[src/rtl/alu_pkg.sv]
// Shared ALU op-select constants and sequencer state encoding.
// Imported by blocks that drive the team 16-bit ALU.
package alu_pkg;

  localparam logic [4:0] ALU_OP_PASS_A = 5'h00;
  localparam logic [4:0] ALU_OP_AND    = 5'h01;
  localparam logic [4:0] ALU_OP_OR     = 5'h02;
  localparam logic [4:0] ALU_OP_XOR    = 5'h03;
  localparam logic [4:0] ALU_OP_ADD    = 5'h09;
  localparam logic [4:0] ALU_OP_SUB    = 5'h0A;

  typedef enum logic [1:0] {
    SEQ_IDLE = 2'd0,
    SEQ_RUN  = 2'd1,
    SEQ_DONE = 2'd2
  } seq_state_t;

endpackage

[src/rtl/alu_mul_sequencer.sv]
// Unsigned 16x16->32 shift-and-add multiplier; every add is done by an
// external ALU. Ports: clk, rst_n, start/mcand/mplier in; busy, done,
// prod_hi/lo, prod_zero out; alu_a/b/op/swap out, alu_q/alu_carry in.
module alu_mul_sequencer
  import alu_pkg::*;
#(
  parameter int WIDTH = 16
) (
  input  logic             clk,
  input  logic             rst_n,
  input  logic             start,
  input  logic [WIDTH-1:0] mcand,
  input  logic [WIDTH-1:0] mplier,
  output logic             busy,
  output logic             done,
  output logic [WIDTH-1:0] prod_hi,
  output logic [WIDTH-1:0] prod_lo,
  output logic             prod_zero,
  output logic [WIDTH-1:0] alu_a,
  output logic [WIDTH-1:0] alu_b,
  output logic [4:0]       alu_op,
  output logic             alu_swap,
  input  logic [WIDTH-1:0] alu_q,
  input  logic             alu_carry
);

  seq_state_t state, state_nxt;

  logic [WIDTH-1:0] mc;
  logic [WIDTH-1:0] hi;
  logic [WIDTH-1:0] lo;
  logic [3:0]       count;
  logic [WIDTH:0]   sum;
  logic             load;

  // start only accepted when not iterating
  assign load = start && (state != SEQ_RUN);

  always_ff @(posedge clk or negedge rst_n) begin
    if (!rst_n) state <= SEQ_IDLE;
    else        state <= state_nxt;
  end

  always_comb begin
    state_nxt = state;
    unique case (state)
      SEQ_IDLE: if (start) state_nxt = SEQ_RUN;
      SEQ_RUN:  if (count == 4'd15) state_nxt = SEQ_DONE;
      SEQ_DONE: state_nxt = start ? SEQ_RUN : SEQ_IDLE;
      default:  state_nxt = SEQ_IDLE;
    endcase
  end

  always_comb begin
    busy = 1'b0;
    done = 1'b0;
    unique case (state)
      SEQ_RUN:  busy = 1'b1;
      SEQ_DONE: done = 1'b1;
      default:  ;
    endcase
  end

  // ALU adds the multiplicand into the upper half; the
  // 17-bit result is shifted right one place into hi:lo
  assign alu_a    = hi;
  assign alu_b    = mc;
  assign alu_op   = ALU_OP_ADD;
  assign alu_swap = 1'b0;

  always_comb begin
    sum = {1'b0, hi};
    if (lo[0]) sum = {alu_carry, alu_q};
  end

  always_ff @(posedge clk or negedge rst_n) begin
    if (!rst_n) begin
      mc    <= '0;
      hi    <= '0;
      lo    <= '0;
      count <= '0;
    end else if (load) begin
      mc    <= mcand;
      hi    <= '0;
      lo    <= mplier;
      count <= '0;
    end else if (state == SEQ_RUN) begin
      hi    <= sum[WIDTH:1];
      lo    <= {sum[0], lo[WIDTH-1:1]};
      count <= count + 4'd1;
    end
  end

  assign prod_hi   = hi;
  assign prod_lo   = lo;
  assign prod_zero = (hi == '0) && (lo == '0);

endmodule

[config.mk]
export PLATFORM = sky130hd
export DESIGN_NAME = alu_mul_sequencer
export DESIGN_NICKNAME = d
export VERILOG_FILES = /design/src/rtl/alu_pkg.sv /design/src/rtl/alu_mul_sequencer.sv
export SDC_FILE = /design/constraint.sdc
export NUM_CORES = 1
export LEC_CHECK = 0
export CORE_MARGIN = 3
export CORE_UTILIZATION = 50
export DETAILED_ROUTE_END_ITERATION = 7
export DONT_BUFFER_PORTS = 1
export SETUP_SLACK_MARGIN = 0.1
export SKIP_CTS_REPAIR_TIMING = 1
export SLEW_MARGIN = 40
export SYNTH_ARGS = -nofsm -noshare
export SYNTH_HDL_FRONTEND = slang
export SYNTH_SLANG_ARGS = --single-unit
[constraint.sdc]
create_clock -name clk -period 1.6 [get_ports clk]
set_clock_uncertainty 0.05 [all_clocks]
set_input_delay 0.32 -clock clk [delete_from_list [all_inputs] [get_ports clk]]
set_output_delay 0.32 -clock clk [all_outputs]
set_load 0.1 [all_outputs]
After elaboration in Yosys (flattened, before gate mapping):

Index checks and enable logic that the tools add are counted.

* flip-flop bits (word level): 54
* logic and storage cells: 32
* input port bits: 52

* mux-type cells: 13
* equal/unequal tests: 6
* reductions and logical operators: 7
* add/sub/neg operators: 1

Operator list (count)
* $mux 16: 4
* $logic_not 16->1: 2
* $mux 17: 1
* $mux 4: 2
* $pmux 2 s3: 1
* $add 4x1->4 const B: 1
* $eq 4x4->1 const B: 1
* $mux 2: 2
* $ne 2x2->1 const B: 2
* $mux 1: 3
* $eq 2x1->1 const B: 1
* $eq 2x2->1 const B: 1
* $logic_and 1x1->1: 2
* $logic_not 2->1: 1
* $ne 2x1->1 const B: 1
* $reduce_and 2->1: 1
* $reduce_bool 2->1: 1

Logic depth before layout (Yosys ltp):

Gate-level depths: netlist of the first run.

* word-level depth: 3
* gate-level depth with buffers: 7
* mapped depth without buffers: 4

Worst setup path before layout of the first run:

No wires, ideal clock.

* kind: reg-to-output
* start point: register lo[0] (netlist: prod_lo[0])
* end point: output prod_zero
* required time: 1230 ps
* path slack: -1582 ps
* buffers on the path: 2
* cell stages (with the launch flop): 6
* arrival time: 2812 ps
* path through: dfrtp_1 -> buf_6 -> buf_6 -> nor4_1 -> nand4_1 -> nor2_1

* longest elaborated chain between the ends: 2

RTL lines
* from (decl): line alu_mul_sequencer.sv:31 `logic [WIDTH-1:0] lo;`
* from (signal assigned): line alu_mul_sequencer.sv:85 `lo <= mplier;`
* from (signal assigned): line alu_mul_sequencer.sv:89 `lo <= {sum[0], lo[WIDTH-1:1]};`
* $logic_not 16->1: line alu_mul_sequencer.sv:96 `assign prod_zero = (hi == '0) && (lo == '0);`
* $logic_and 1x1->1: line alu_mul_sequencer.sv:96
* to (decl): line alu_mul_sequencer.sv:18 `output logic prod_zero,`

Every way passes these cells.

Worst setup path after layout of the first run:

* start point: register lo[13] (netlist: prod_lo[13])
* end point: output prod_zero

The elaborated chain is that of the path after synthesis.

==> results.txt, run 1 <==
Routed vias/inst = 5.53
Die W = 79.7 um
Initial antenna violation count = 0
Post-DP HPWL = 4.46 mm
Largest net degree at the start of global routing = 55
Antenna viol nets, final = 0
Crit path DAT = 1.58 ns
Crit end category = output port
Area grow syn2layout = 25.6%
Post-synthesis cell type count = 31
Critical path peak fanout = 2
Layout cells sized above 1 = 0.509
Ant. Diodes = 0
Post-synth EDFFs = 0
Final worst path period need = 1.95 ns
Vias in the first global route = 1989
Cell Area, Placed = 3060 um2
Initial Util = 0.525
Most common cell after layout, fill and taps aside = buf_4
Num CTS Buffers = 5
Failing checks = negative hold slack, negative setup slack
Clock Path Buffers = 2
All-Layer GR Usage = 0.194
Port bufs = 0
Via count = 1919
Fmax = 513 MHz
DR WL/cell = 18.1 um
Count of final hold-check violations = 54
WL final = 6.27 mm
Synth warnings = 0
Cells after synthesis = 238
Clk sinks = 54
Commonest cells after routing, fill and taps aside = 39 x buf_4, 31 x mux2i_1, 27 x dfrtp_2
Max_slew headroom = 0.620
Initial drt markers = 73
Crit Path Category = reg -> out
Die Y = 79.7 um
Max-cap violations = 0
Worst Max-Slew Pin Slew = 0.570 ns
Clk root buf = clkbuf_8
Finished Layout Cells = 347
Hold Crit Class = in -> async
First-pass detailed-route iteration total = 4
Min Hold Slack = -0.361 ns
Status = complete, but fails checks
Nets@finish = 329
Top_reg_cell synth = dfrtp_1
Setup crit start kind = flip-flop
Tcrit/Tclk final = 1.22
Global route overflow = 0
Worst skew pair latency = 0.31 ns
Fin area = 3410 um2
Seq cells post-synth = 54
H-tree Lvls = 2
Routability cong. = 0.713
CTS tree = yes
Die ar. = 6350 um2
Async S/R FF share, synth = 1.00
Boundary pin count = 125
Worst EP required = 1.23 ns
RSZ-0062 raised after global routing = true
Row count = 26
Drt drc = 0
Final setup margin = -0.349 ns
Placed instance count = 332
Finish-stage setup viols = 1
First-pass GRT wire length = 9.63 mm
# fillers = 392
Register area share after synthesis = 0.498
Syn_area_per_cell = 11.4 um2
Core ar. = 5170 um2
Max-slew violations = 0
Clock transition at the registers of the reported paths = 0.10 ns
Synthesized area = 2720 um2
## cell usage after synthesis (5+ instances only)
| cell | count | share of area |
|---|---|---|
| nand3_1 | 5 | 0.0092 |
| mux2i_1 | 31 | 0.11 |
| buf_6 | 5 | 0.021 |
| o21ai_1 | 9 | 0.017 |
| nand2_1 | 18 | 0.025 |
| mux2_4 | 10 | 0.055 |
| a31o_2 | 15 | 0.048 |
| dfrtp_1 | 54 | 0.50 |
| mux2_2 | 6 | 0.025 |
| o21ai_0 | 8 | 0.015 |
| buf_4 | 25 | 0.069 |
| nor2_1 | 17 | 0.024 |
| nor4_1 | 8 | 0.018 |
| buf_2 | 6 | 0.011 |
## flip-flops by register name, indices dropped and copies added, names as in the netlist
register / count
alu_a: 16
alu_b: 16
prod_lo: 16
count: 4
state: 2
## worst max-delay path, stage by stage (launching register included)
cell,delay (ns)
dfrtp_2,0.41
nor4_1,0.30
nand4_1,0.22
nor2_4,0.16
buf_12,0.18
## final timing paths
kind / start / endpoint / slack [ns] / depth (start not counted)
setup / recovery: prod_lo[13]$_DFFE_PN0P_ / prod_zero / -0.35 / 4
hold / removal: rst_n / prod_lo[8]$_DFFE_PN0P_ / -0.36 / 0
setup reg to reg: state[1]$_DFFE_PN0P_ / alu_b[2]$_DFFE_PN0P_ / 0.15 / 4
hold reg to reg: count[2]$_DFFE_PN0P_ / count[2]$_DFFE_PN0P_ / 0.48 / 1
max in group asynchronous: rst_n / prod_lo[3]$_DFFE_PN0P_ / 1.73 / 0
min in group clk: alu_carry / alu_a[15]$_DFFE_PN0P_ / 0.09 / 2
## logic make-up (layout without fill, tap and decap cells)
family	count (synthesis)	after routing	synth area share
adder cells (fa/ha/maj)	1	1	0.00461
AND/OR/NAND/NOR	57	57	0.0991
buffers and inverters	39	74	0.106
AO/OA/AOI/OAI	37	37	0.0926
flip-flops	54	54	0.498
XOR/XNOR	1	1	0.00323
other	2	6	0.00277
multiplexers	47	47	0.194
## stage by stage
stage	setup slack (ns)	TNS (ns)	hold slack (ns)	utilization
CTS	-0.440	-0.980	-0.367	0.610
finish	-0.349	-0.349	-0.361	0.659
floorplan	-0.521	-0.521	-0.0256	-
detailed placement	-0.0871	-0.0871	-0.0236	0.592
global placement	-0.0614	-0.0614	-0.0238	0.592
global route	-0.416	-0.446	-0.380	0.659
## cell type report
cell class	instances	area, um2	share of cell area
flip-flops and latches	54	1390	0.407
multi-input cells	149	1160	0.341
repair buffers	64	663	0.194
well taps	70	87.6	0.0257
clock buffers	7	86.3	0.0253
inverters	2	15.0	0.00440
clock inverters	1	5.00	0.00147
## metal layers
layer	up-vias	track usage	routed length (um)
met5	-	0	0
met4	0	0.0481	98
met3	13	0.0530	429
met2	75	0.333	3260
met1	948	0.241	2480
li1	883	-	-
Power of run 1 is not shown: default switching activity piles up to over one toggle a cycle in this logic, so the estimate is an artifact.
==> run 2, diff against run 1 <==
Settings changed: CORE_ASPECT_RATIO set to 2.
==> run 2 against run 1 <==
First-iteration DRC count grew 25%. Critical path type unchanged. Wire length grew 0.77%. The flow still finishes with violations (negative hold slack, negative setup slack). Final area grew 1.4%. Fmax shrank 0.46%. Clock-buffer cell count is the same. Die area grew 0.84%. Worst setup slack lost 0.0090 ns. Utilization grew 0.78 points. Register-to-register slack gained 0.02 ns. Non-clock buffer count grew 2. Final cell count shrank 2.9%.
==> results.txt, run 2 (synthesized netlist as in run 1, its figures left out) <==
Routability cong. = 0.717 (+0.50%)
Row count = 37 (+42%)
RSZ-0062 raised after global routing = true
Clk sinks = 54 (unchanged)
Port bufs = 0 (unchanged)
Vias in the first global route = 1951 (-1.9%)
Via count = 1943 (+1.3%)
# fillers = 409 (+4.3%)
Max-cap violations = 0 (unchanged)
Reg-to-reg critical path startpoint = state[1]$_DFFE_PN0P_
Boundary pin count = 125 (unchanged)
All-Layer GR Usage = 0.190 (-0.00384)
First-pass detailed-route iteration total = 4 (unchanged)
Post-DP HPWL = 4.63 mm (+3.8%)
Clock Path Buffers = 2 (unchanged)
Commonest cells after routing, fill and taps aside = 42 x buf_4, 31 x mux2i_1, 27 x dfrtp_2
Drt drc = 0 (unchanged)
Initial antenna violation count = 0 (unchanged)
Buf+Inv Stages, Crit Path = 1 (unchanged)
Layout cells sized above 1 = 0.516 (+0.00710)
Global route overflow = 0 (unchanged)
Crit-path cells = nor4_4 -> nand4_1 -> nor2_4 -> buf_12
Fin util = 0.667 (+0.00782)
Min Hold Slack = -0.343 ns (+0.0186 ns)
Die ar. = 6400 um2 (+0.84%)
M1 GR Usage = 0.205 (-0.0354)
Max-slew violations = 0 (unchanged)
Die W = 58.1 um (-27%)
Core ar. = 5180 um2 (+0.24%)
Setup crit start kind = flip-flop
Worst Max-Slew Pin Slew = 0.581 ns (+0.0115 ns)
GRT met2 Usage = 0.345 (+0.0124)
Most common cell after layout, fill and taps aside = buf_4
WL final = 6.31 mm (+0.77%)
Initial Util = 0.524 (-0.00127)
Worst EP required = 1.23 ns (about the same)
Cell Area, Placed = 3040 um2 (-0.74%)
Reg2reg setup slack = 0.17 ns (+0.02 ns)
Top Usage Layer GRT = met2
Fin area = 3460 um2 (+1.4%)
First-pass GRT wire length = 9.42 mm (-2.2%)
Antenna viol nets, final = 0 (unchanged)
Area grow syn2layout = 27.4%
Fmax = 511 MHz (-0.46%)
Crit Path Category = reg -> out
Clock transition at the registers of the reported paths = 0.09 ns (about the same)
Num CTS Buffers = 5 (unchanged)
Nets@finish = 331 (+0.61%)
Reg2reg path depth = 4 (unchanged)
CTS tree = yes
H-tree Lvls = 2 (unchanged)
Hold Crit Class = in -> async
Area of the multi-input gates = 1200 um2 (+3.3%)
Routed vias/inst = 5.77 (+4.3%)
FF-to-FF End = alu_b[3]$_DFFE_PN0P_
Crit path DAT = 1.59 ns (about the same)
Crit-path max cell delay = 0.43 ns (+0.02 ns)
Met3 usage = 0.0559 (+0.00290)
CP max-delay cell = dfrtp_2
CP delay by family, top = simple AND/OR/NAND/NOR gates
DR WL/cell = 18.7 um (+3.8%)
Storage cell area = 1390 um2 (unchanged)
Finish-stage setup viols = 1 (unchanged)
Crit end category = output port
Largest net degree at the start of global routing = 55 (unchanged)
Die Y = 110 um (+38%)
Final setup margin = -0.358 ns (-0.00901 ns)
Final worst path period need = 1.96 ns (+0.00901 ns)
Failing checks = negative hold slack, negative setup slack
Ant. Diodes = 0 (unchanged)
Initial drt markers = 91 (+25%)
Crit path from = alu_a[8]$_DFFE_PN0P_
Max_slew headroom = 0.612 (-0.00768)
Clk root buf = clkbuf_8
Worst skew pair latency = 0.30 ns (about the same)
Count of final hold-check violations = 54 (unchanged)
Critical path peak fanout = 2 (unchanged)
Tcrit/Tclk final = 1.22 (+0.00563)
Status = complete, but fails checks
[run 2: changes by cell type in the layout (fill, tap and decap cells not counted), sizes merged]
cell	before	now
buf	63	64
clkbuf	8	9
bufinv	0	1
inv	2	1
[run 2: metrics by stage]
stage,hold WS (ns),TNS (ns),std cells,setup slack (ns)
after floorplan,-0.0256,-0.521,242,-0.521
after global placement,-0.0233,-0.214,319,-0.214
after detailed placement,-0.0231,-0.207,319,-0.207
after CTS,-0.355,-0.915,327,-0.544
after global routing,-0.372,-0.396,337,-0.396
final,-0.343,-0.358,337,-0.358
[run 2: final cells by class]
type / count / share of cell area
timing repair buffer: 66 / 0.193
clock buffer: 7 / 0.0221
clock inverter: 1 / 0.00868
inverter: 2 / 0.00579
sequential: 54 / 0.402
tap: 58 / 0.0210
multi-input combinational: 149 / 0.348
[run 2: per-layer routing]
metal / share of wire / routed length, um
met3: 0.081 / 509
met2: 0.57 / 3580
met1: 0.34 / 2140
met5: 0 / 0
met4: 0.013 / 85
[run 2: worst max path at each step]
stage / to / cells after the start / slack (ns)
finish: prod_zero / 4 / -0.36
detailed placement: prod_zero / 4 / -0.21
CTS: prod_zero / 4 / -0.54
global placement: prod_zero / 4 / -0.21
global route: prod_zero / 4 / -0.40
floorplan: prod_zero / 5 / -0.52
[run 2: worst reg2reg max path, delay by kind of cell (launching register included)]
kind | cells | cell delay, ns
mux | 1 | 0.36
simple gates | 2 | 0.35
buf+inv | 1 | 0.17
flops | 1 | 0.40
Power of run 2 is left out for the same reason.
==> run 3, diff against run 2 <==
Settings changed: GPL_TIMING_DRIVEN set to 0, SLEW_MARGIN 40 to 20.
==> run 3 against run 2 <==
The flow still finishes with violations (negative hold slack, negative setup slack). Worst setup slack got worse by 0.50 ns. Critical path depth decreased by 1. Worst hold slack got worse by 0.017 ns. Sequential share of layout area is 0.94 points higher. Register-to-register slack worse by 0.47 ns. Non-clock buffer count shrank 7. Via count decreased by 0.67%. Fmax down 20%. Final area grew 3.3%. Global-route usage is 0.50 points higher. Wire length up 8.6%. Critical endpoint unchanged. Final cell count down 2.1%.
==> results.txt, run 3 (synthesized netlist as in run 1, its figures left out) <==
Status = complete, but fails checks
Failing checks = negative hold slack, negative setup slack
Drt drc = 0 (unchanged)
Min Hold Slack = -0.360 ns (-0.0173 ns)
Initial Util = 0.524 (unchanged)
Row count = 37 (unchanged)
Reg-to-reg critical path startpoint = prod_lo[0]$_DFFE_PN0P_
Initial antenna violation count = 0 (unchanged)
Crit-path cells = nor4_4 -> nand4_1 -> nor2_4
FF-to-FF End = alu_a[5]$_DFFE_PN0P_
Crit-path max cell delay = 0.65 ns (+0.22 ns)
Vias in the first global route = 1953 (+0.10%)
Met3 WL = 474 um (-6.9%)
Commonest cells after routing, fill and taps aside = 30 x mux2i_1, 27 x dfrtp_2, 25 x buf_4
Hold Crit Class = in -> async
Cell Area, Placed = 2870 um2 (-5.5%)
RSZ-0062 raised after global routing = true
Final worst path period need = 2.45 ns (+0.497 ns)
Ant. Diodes = 0 (unchanged)
Setup crit start kind = flip-flop
Layout cells sized above 1 = 0.592 (+0.0758)
Critical path peak fanout = 5 (+3)
Num CTS Buffers = 5 (unchanged)
Crit Path Category = reg -> out
Largest net degree at the start of global routing = 55 (unchanged)
Max_slew headroom = 0.584 (-0.0284)
Buf+Inv Stages, Crit Path = 0 (-1)
DR WL/cell = 20.8 um (+11%)
All-Layer GR Usage = 0.195 (+0.00495)
Post-place setup slack = -0.810 ns (-0.604 ns)
Tcrit/Tclk final = 1.53 (+0.311)
Port bufs = 0 (unchanged)
Die Y = 110 um (unchanged)
Routed vias/inst = 5.85 (+1.4%)
Clock Path Buffers = 2 (unchanged)
Crit end category = output port
Core ar. = 5180 um2 (unchanged)
Die ar. = 6400 um2 (unchanged)
Clock transition at the registers of the reported paths = 0.10 ns (about the same)
WL final = 6.86 mm (+8.6%)
# fillers = 392 (-4.2%)
Via count = 1930 (-0.67%)
Initial drt markers = 65 (-29%)
First-pass detailed-route iteration total = 6 (+2)
Worst EP required = 1.23 ns (about the same)
Metal-1 WL = 2.29 mm (+6.8%)
Clk root buf = clkbuf_8
Nets@finish = 324 (-2.1%)
Reg2reg path depth = 8 (+4)
Boundary pin count = 125 (unchanged)
First-pass GRT wire length = 9.57 mm (+1.6%)
Max-cap violations = 0 (unchanged)
Final setup margin = -0.855 ns (-0.497 ns)
Worst skew pair latency = 0.31 ns (about the same)
Post-DP HPWL = 4.76 mm (+2.8%)
Fin util = 0.689 (+0.0217)
CTS tree = yes
Routability cong. = 0.847 (+18%)
Most common cell after layout, fill and taps aside = mux2i_1
Area grow syn2layout = 31.5%
Die W = 58.1 um (unchanged)
WL met2 = 4.00 mm (+12%)
Finish-stage setup viols = 19 (+18)
Fin area = 3570 um2 (+3.3%)
Reg2reg setup slack = -0.30 ns (-0.47 ns)
CP max-delay cell = dfrtp_4
Crit path DAT = 2.08 ns (+0.49 ns)
Max-slew violations = 0 (unchanged)
Top Metal Used = met4
Clk sinks = 54 (unchanged)
Global route overflow = 0 (unchanged)
CP delay by family, top = simple AND/OR/NAND/NOR gates
Count of final hold-check violations = 54 (unchanged)
Worst Max-Slew Pin Slew = 0.623 ns (+0.0411 ns)
H-tree Lvls = 2 (unchanged)
Fmax = 407 MHz (-20%)
Antenna viol nets, final = 0 (unchanged)
[run 3: worst max path at each step]
| stage | startpoint | end | slack, ns | cells past startpoint |
|---|---|---|---|---|
| after global placement | alu_a[8]$_DFFE_PN0P_ | prod_zero | -0.82 | 3 |
| after floorplan | prod_lo[0]$_DFFE_PN0P_ | prod_zero | -0.52 | 5 |
| after global routing | alu_a[8]$_DFFE_PN0P_ | prod_zero | -0.93 | 3 |
| final | alu_a[8]$_DFFE_PN0P_ | prod_zero | -0.85 | 3 |
| after detailed placement | alu_a[8]$_DFFE_PN0P_ | prod_zero | -0.81 | 3 |
| after CTS | alu_a[8]$_DFFE_PN0P_ | prod_zero | -1.15 | 3 |
[run 3: per-stage QoR]
step           instances  TNS, ns
2_1_floorplan        242   -0.521
3_3_place_gp         300   -0.844
3_5_place_dp         300   -0.899
4_1_cts              308    -5.81
5_1_grt              330    -4.58
6_report             330    -3.61
[run 3: area by class of cell]
| cell class | count | area (um2) | area share |
|---|---|---|---|
| well taps | 58 | 72.6 | 0.0203 |
| clock buffers | 6 | 82.6 | 0.0231 |
| clock inverters | 2 | 12.5 | 0.00350 |
| plain buffers | 37 | 472 | 0.132 |
| flip-flops and latches | 54 | 1470 | 0.411 |
| multi-input cells | 149 | 1200 | 0.335 |
| repair buffers | 22 | 258 | 0.0722 |
| inverters | 2 | 10.0 | 0.00280 |
[run 3: routing by layer]
layer | vias to the layer above | GRT usage
li1 | 871 | -
met5 | - | 0
met3 | 8 | 0.0466
met4 | 0 | 0.0697
met1 | 963 | 0.220
met2 | 88 | 0.350
Power of run 3 is left out for the same reason.
